--- config.mk ---
export PLATFORM = sky130hd
export DESIGN_NAME = pc_sequencer
export DESIGN_NICKNAME = d
export VERILOG_FILES = /design/src/rtl/pc_seq_pkg.sv /design/src/rtl/pc_sequencer_ret_stack.sv /design/src/rtl/pc_sequencer.sv
export SDC_FILE = /design/constraint.sdc
export NUM_CORES = 1
export LEC_CHECK = 0
export CORE_ASPECT_RATIO = 0.7
export CORE_MARGIN = 2
export CORE_UTILIZATION = 49
export DETAILED_ROUTE_END_ITERATION = 6
export PLACE_DENSITY = 0.75
export SETUP_SLACK_MARGIN = 0.15
export SLEW_MARGIN = 20
export SYNTH_ARGS = -nofsm -noshare
export SYNTH_HDL_FRONTEND = slang
export SYNTH_SLANG_ARGS = --single-unit
export TNS_END_PERCENT = 30
--- constraint.sdc ---
create_clock -name clk -period 1.8 [get_ports clk]
set_input_delay 0.18 -clock clk [delete_from_list [all_inputs] [get_ports clk]]
set_output_delay 0.18 -clock clk [all_outputs]
set_load 0.01 [all_outputs]
--- src/rtl/pc_seq_pkg.sv ---
// rtl/pc_seq_pkg.sv - shared types and constants for the program-counter sequencer
package pc_seq_pkg;

    localparam int PC_ADDR_W = 6;

    typedef enum logic [2:0] {
        OP_NEXT   = 3'd0,
        OP_JUMP   = 3'd1,
        OP_BRANCH = 3'd2,
        OP_CALL   = 3'd3,
        OP_RET    = 3'd4,
        OP_HALT   = 3'd5
    } flow_op_t;

    typedef enum logic [1:0] {
        ST_IDLE   = 2'd0,
        ST_FETCH  = 2'd1,
        ST_DECODE = 2'd2,
        ST_HALTED = 2'd3
    } seq_state_t;

endpackage

--- src/rtl/pc_sequencer_ret_stack.sv ---
// rtl/pc_sequencer_ret_stack.sv - LIFO return-address stack with combinational top read
module ret_stack #(
    parameter int DEPTH = 4,
    parameter int W     = 6
) (
    input  logic                     clk,
    input  logic                     nReset,
    input  logic                     push,
    input  logic                     pop,
    input  logic [W-1:0]             din,
    output logic [W-1:0]             top,
    output logic                     full,
    output logic                     empty,
    output logic [$clog2(DEPTH):0]   level
);
    localparam int PTR_W = $clog2(DEPTH);

    logic [W-1:0]   r_mem [DEPTH];
    logic [PTR_W:0] r_level;
    logic [PTR_W:0] w_lvl_m1;

    assign w_lvl_m1 = r_level - (PTR_W+1)'(1);
    assign top      = r_mem[w_lvl_m1[PTR_W-1:0]];
    assign full     = (r_level == (PTR_W+1)'(DEPTH));
    assign empty    = (r_level == '0);
    assign level    = r_level;

    always_ff @(posedge clk) begin
        if (nReset) begin
            r_level <= '0;
        end else if (push && !full) begin
            r_level <= r_level + (PTR_W+1)'(1);
        end else if (pop && !empty) begin
            r_level <= w_lvl_m1;
        end
    end

    // Storage needs no reset: entries above the level are never read.
    always_ff @(posedge clk) begin
        if (!nReset && push && !full) begin
            r_mem[r_level[PTR_W-1:0]] <= din;
        end
    end

endmodule

--- src/rtl/pc_sequencer.sv ---
// rtl/pc_sequencer.sv - fetch/decode FSM owning the program address and return stack
module pc_sequencer
    import pc_seq_pkg::*;
#(
    parameter int                 ADDR_W       = PC_ADDR_W,
    parameter int                 STACK_DEPTH  = 4,
    parameter logic [ADDR_W-1:0]  RESET_VECTOR = '0
) (
    input  logic                           clk,
    input  logic                           nReset,
    input  logic                           run,
    output logic                           imem_req,
    output logic [ADDR_W-1:0]              imem_addr,
    input  logic                           imem_ack,
    input  logic                           op_valid,
    input  logic [2:0]                     op,
    input  logic [ADDR_W-1:0]              target,
    input  logic                           cond,
    output logic                           halted,
    output logic                           stack_err,
    output logic [$clog2(STACK_DEPTH):0]   stack_lvl
);
    seq_state_t        r_state;
    seq_state_t        w_state_nxt;
    logic [ADDR_W-1:0] r_pc;
    logic [ADDR_W-1:0] w_pc_nxt;
    logic [ADDR_W-1:0] w_pc_inc;
    logic [ADDR_W-1:0] w_top;
    logic              r_err;
    logic              w_err_set;
    logic              w_push;
    logic              w_pop;
    logic              w_full;
    logic              w_empty;

    assign w_pc_inc  = r_pc + ADDR_W'(1);
    assign imem_req  = (r_state == ST_FETCH);
    assign imem_addr = r_pc;
    assign halted    = (r_state == ST_HALTED);
    assign stack_err = r_err;

    ret_stack #(
        .DEPTH (STACK_DEPTH),
        .W     (ADDR_W)
    ) u_ret_stack (
        .clk    (clk),
        .nReset (nReset),
        .push   (w_push),
        .pop    (w_pop),
        .din    (w_pc_inc),
        .top    (w_top),
        .full   (w_full),
        .empty  (w_empty),
        .level  (stack_lvl)
    );

    always_ff @(posedge clk) begin
        if (nReset) begin
            r_state <= ST_IDLE;
            r_pc    <= RESET_VECTOR;
            r_err   <= 1'b0;
        end else begin
            r_state <= w_state_nxt;
            r_pc    <= w_pc_nxt;
            r_err   <= r_err | w_err_set;
        end
    end

    always_comb begin
        w_state_nxt = r_state;
        w_pc_nxt    = r_pc;
        w_push      = 1'b0;
        w_pop       = 1'b0;
        w_err_set   = 1'b0;
        case (r_state)
            ST_IDLE: begin
                if (run) w_state_nxt = ST_FETCH;
            end
            ST_FETCH: begin
                if (imem_ack) w_state_nxt = ST_DECODE;
            end
            ST_DECODE: begin
                if (op_valid) begin
                    w_state_nxt = run ? ST_FETCH : ST_IDLE;
                    // Reserved encodings fall through to default and behave as NEXT.
                    case (flow_op_t'(op))
                        OP_JUMP:   w_pc_nxt = target;
                        OP_BRANCH: w_pc_nxt = cond ? target : w_pc_inc;
                        OP_CALL: begin
                            if (w_full) begin
                                w_err_set   = 1'b1;
                                w_state_nxt = ST_HALTED;
                            end else begin
                                w_push   = 1'b1;
                                w_pc_nxt = target;
                            end
                        end
                        OP_RET: begin
                            if (w_empty) begin
                                w_err_set   = 1'b1;
                                w_state_nxt = ST_HALTED;
                            end else begin
                                w_pop    = 1'b1;
                                w_pc_nxt = w_top;
                            end
                        end
                        OP_HALT:   w_state_nxt = ST_HALTED;
                        default:   w_pc_nxt = w_pc_inc;
                    endcase
                end
            end
            ST_HALTED: begin
                w_state_nxt = ST_HALTED;
            end
            default: w_state_nxt = ST_IDLE;
        endcase
    end

endmodule

==> impl_metrics.env <==
export IMPL_grt_max_degree=17
export IMPL_synthTopCellsByArea="edfxtp_1, dfxtp_1, mux4_2"
export IMPL_fin_crit_ps=1680
export IMPL_dieArea_sq_um=4640
export IMPL_clkTransAtPathRegs_ps=80
export IMPL_cts_tree="yes"
export IMPL_tightest_slew_ps=422
export IMPL_finClkSkew_ps=13.6
export IMPL_rows=19
export IMPL_end_kind="flip-flop"
export IMPL_syn_num_nets=201
export IMPL_timing_max_cap_violations=0
export IMPL_core_sq_um=3920
export IMPL_path_max_fanout=7
export IMPL_status="finished clean"
export IMPL_worst_setup_path_type="flip-flop to flip-flop"
export IMPL_track_usage_pct=22.4
export IMPL_holdPathEnd="r_state[1]"
export IMPL_crit_required_ps=1800
export IMPL_portBuffers=26
export IMPL_synth_fa_ha_area_share_pct=3.73
export IMPL_hp_class="input port to flip-flop"
export IMPL_setup_viol=0
export IMPL_yosys_top_cells_count="edfxtp_1, nor2_1, dfxtp_1"
export IMPL_place_area_sq_um=2490
export IMPL_postLayoutCellArea_sq_um=2710
export IMPL_gr_total_overflow=0
export IMPL_wirelength_um=4810
export IMPL_period_share_pct=93.5
export IMPL_min_from="imem_ack"
export IMPL_antenna_found_initial=0
export IMPL_place_inst=276
export IMPL_slew_viol_final=0
export IMPL_tns_ps=0
export IMPL_p_per_area_nw_per_um2=620
export IMPL_reg2reg_depth=5
export IMPL_post_route_util_pct=69.0
export IMPL_finalHoldViolCount=0
export IMPL_die_x_um=80.6
export IMPL_relSlewSlack_pct=71.8
export IMPL_final_nets=259
export IMPL_yosysMostFrequentCell="edfxtp_1"
export IMPL_power_leakage_nw=0.994
export IMPL_area_growth_pct=34.7
export IMPL_ys_async_sr_fraction_pct=0
export IMPL_cts_buffers=5
export IMPL_cts_root_buf="clkbuf_8"
export IMPL_cp_start_kind="flip-flop"
export IMPL_synth_yosys_warnings=0
export IMPL_critPathArrivalTime_ps=1680
export IMPL_synth_compound_area_share_pct=14.8
export IMPL_drive_above_1_share_pct=32.6
export IMPL_fmax_ghz=0.594
export IMPL_die_h_um=57.6
export IMPL_antennaDiodeCount=0
export IMPL_synth_xor_area_share_pct=2.61
export IMPL_netlist_cell_type_count=53
export IMPL_timing_rr_end="u_ret_stack.r_mem[2][5]"
export IMPL_syn_area_per_cell_sq_um=11.2
export IMPL_drtIter0Drc=178
export IMPL_synth_mux_area_share_pct=7.53
export IMPL_synth_simple_area_share_pct=17.2
export IMPL_io_pins=27
export IMPL_syn_area_sq_um=2010
export IMPL_rsz0062_at_grt="yes"
export IMPL_ys_seq_area_share_pct=47.8
export IMPL_clock_sinks=36
export IMPL_grt_pass1_vias=1552
export IMPL_drtAntennaViolNets=0
export IMPL_fin_cells=291
export IMPL_synth_edf_count=24
export IMPL_first_pass_iters=4
export IMPL_vias=1620
export IMPL_vias_per_cell=5.57
export IMPL_clock_path_buffers=2
export IMPL_synth_top_area_share_pct=35.8
export IMPL_irDropWorstVdd_v=0.000613
export IMPL_grt_pass1_wl_um=7500
export IMPL_synth_top_family_by_area="simple AND/OR/NAND/NOR gates"
export IMPL_ys_flop_type="edfxtp_1"
export IMPL_ys_seq_elements=36
export IMPL_syn_instance_count=180
export IMPL_hpwlAfterDp_um=3520
export IMPL_clkLatencyLatePin_ps=300
export IMPL_r2r_start="u_ret_stack.level[1]"
export IMPL_reg2reg_slack_ps=120
export IMPL_whs_path_depth=3
export IMPL_yosys_area_top_type="edfxtp_1"
export IMPL_wire_per_inst_um=16.5
export IMPL_cts_htree_levels=2
export IMPL_initial_utilization_pct=51.3
export IMPL_holdBufCountCts=0
export IMPL_place_congestion=0.900
export IMPL_drc=0
## kinds of logic after synthesis
logic type,after synthesis
adder cells (fa/ha/maj),6
multiplexers,10
buffers and inverters,20
AND/OR/NAND/NOR,60
flip-flops,36
XOR/XNOR,6
AO/OA/AOI/OAI,42
## sequential cells by signal, summed over array words and instances (netlist names)
| signal | flops |
|---|---|
| u_ret_stack.r_mem | 24 |
| imem_addr | 6 |
| u_ret_stack.level | 3 |
| r_state | 2 |
| stack_err | 1 |
## cells in the final DEF (no fill, tap or decap), types with 7 or more instances in the layout
cell / instances
dfxtp_1: 7
edfxtp_1: 24
inv_1: 8
nor2_1: 16
clkdlybuf4s50_1: 22
o21ai_0: 9
nand2_1: 7
buf_4: 35
## power breakdown
group | leakage [nW] | internal [W] | total [W] | switching [W]
Sequential | 0.300 | 0.000879 | 0.000886 | 0.00000656
Combinational | 0.647 | 0.000112 | 0.000215 | 0.000103
Clock | 0.0479 | 0.000270 | 0.000577 | 0.000307
Total | 0.994 | 0.00126 | 0.00168 | 0.000416
## worst max-delay path by stage
| stage | startpoint | end | slack, ps | cells after the start |
|---|---|---|---|---|
| after detailed placement | op[2] | u_ret_stack.level[1] | -230 | 5 |
| after CTS | u_ret_stack.level[1] | imem_addr[3] | 130 | 6 |
| final | u_ret_stack.level[1] | u_ret_stack.r_mem[2][5] | 120 | 5 |
| after global routing | u_ret_stack.level[1] | imem_addr[5] | 70 | 7 |
| after floorplan | u_ret_stack.level[0] | imem_addr[5] | 70 | 9 |
| after global placement | op[2] | u_ret_stack.level[1] | -180 | 5 |
## per-stage QoR
step	setup slack (ps)	hold WS, ps	total power (W)
CTS	127	453	0.00168
finish	117	444	0.00168
floorplan	65.5	336	0.00101
detailed placement	-229	466	0.00111
global route	69.4	481	0.00174
global placement	-177	449	0.00110
## final cells by class
| type | count | area (sq um) |
|---|---|---|
| clock inverter | 3 | 18.8 |
| tap | 52 | 65.1 |
| multi-input combinational | 124 | 1020 |
| fill | 295 | 1210 |
| sequential | 36 | 970 |
| inverter | 10 | 42.5 |
| clock buffer | 5 | 68.8 |
| timing repair buffer | 61 | 526 |
## layer usage
metal / vias to the layer above / track usage, % / part of all wire (%)
met5: - / 0 / 0
met4: 0 / 9.20 / 1.5
met3: 7 / 4.91 / 5.4
met2: 45 / 34.2 / 45
met1: 778 / 31.2 / 48
li1: 790 / - / -
## worst max-delay path, cell delays in order, from the launching register on
cell and delay (ps):
dfxtp_2 350, inv_2 50, ha_4 170, and2_4 170
nor3_4 330, and3_4 310
## what timing repair did
action / 4_1_cts / 5_1_grt
gates resized for setup: 7 / 16
pin swaps: 5 / 7
setup buffers: 6 / 1
endpoints found under the setup margin: 24 / 28
No activity file was read; power rests on OpenSTA's default activity.
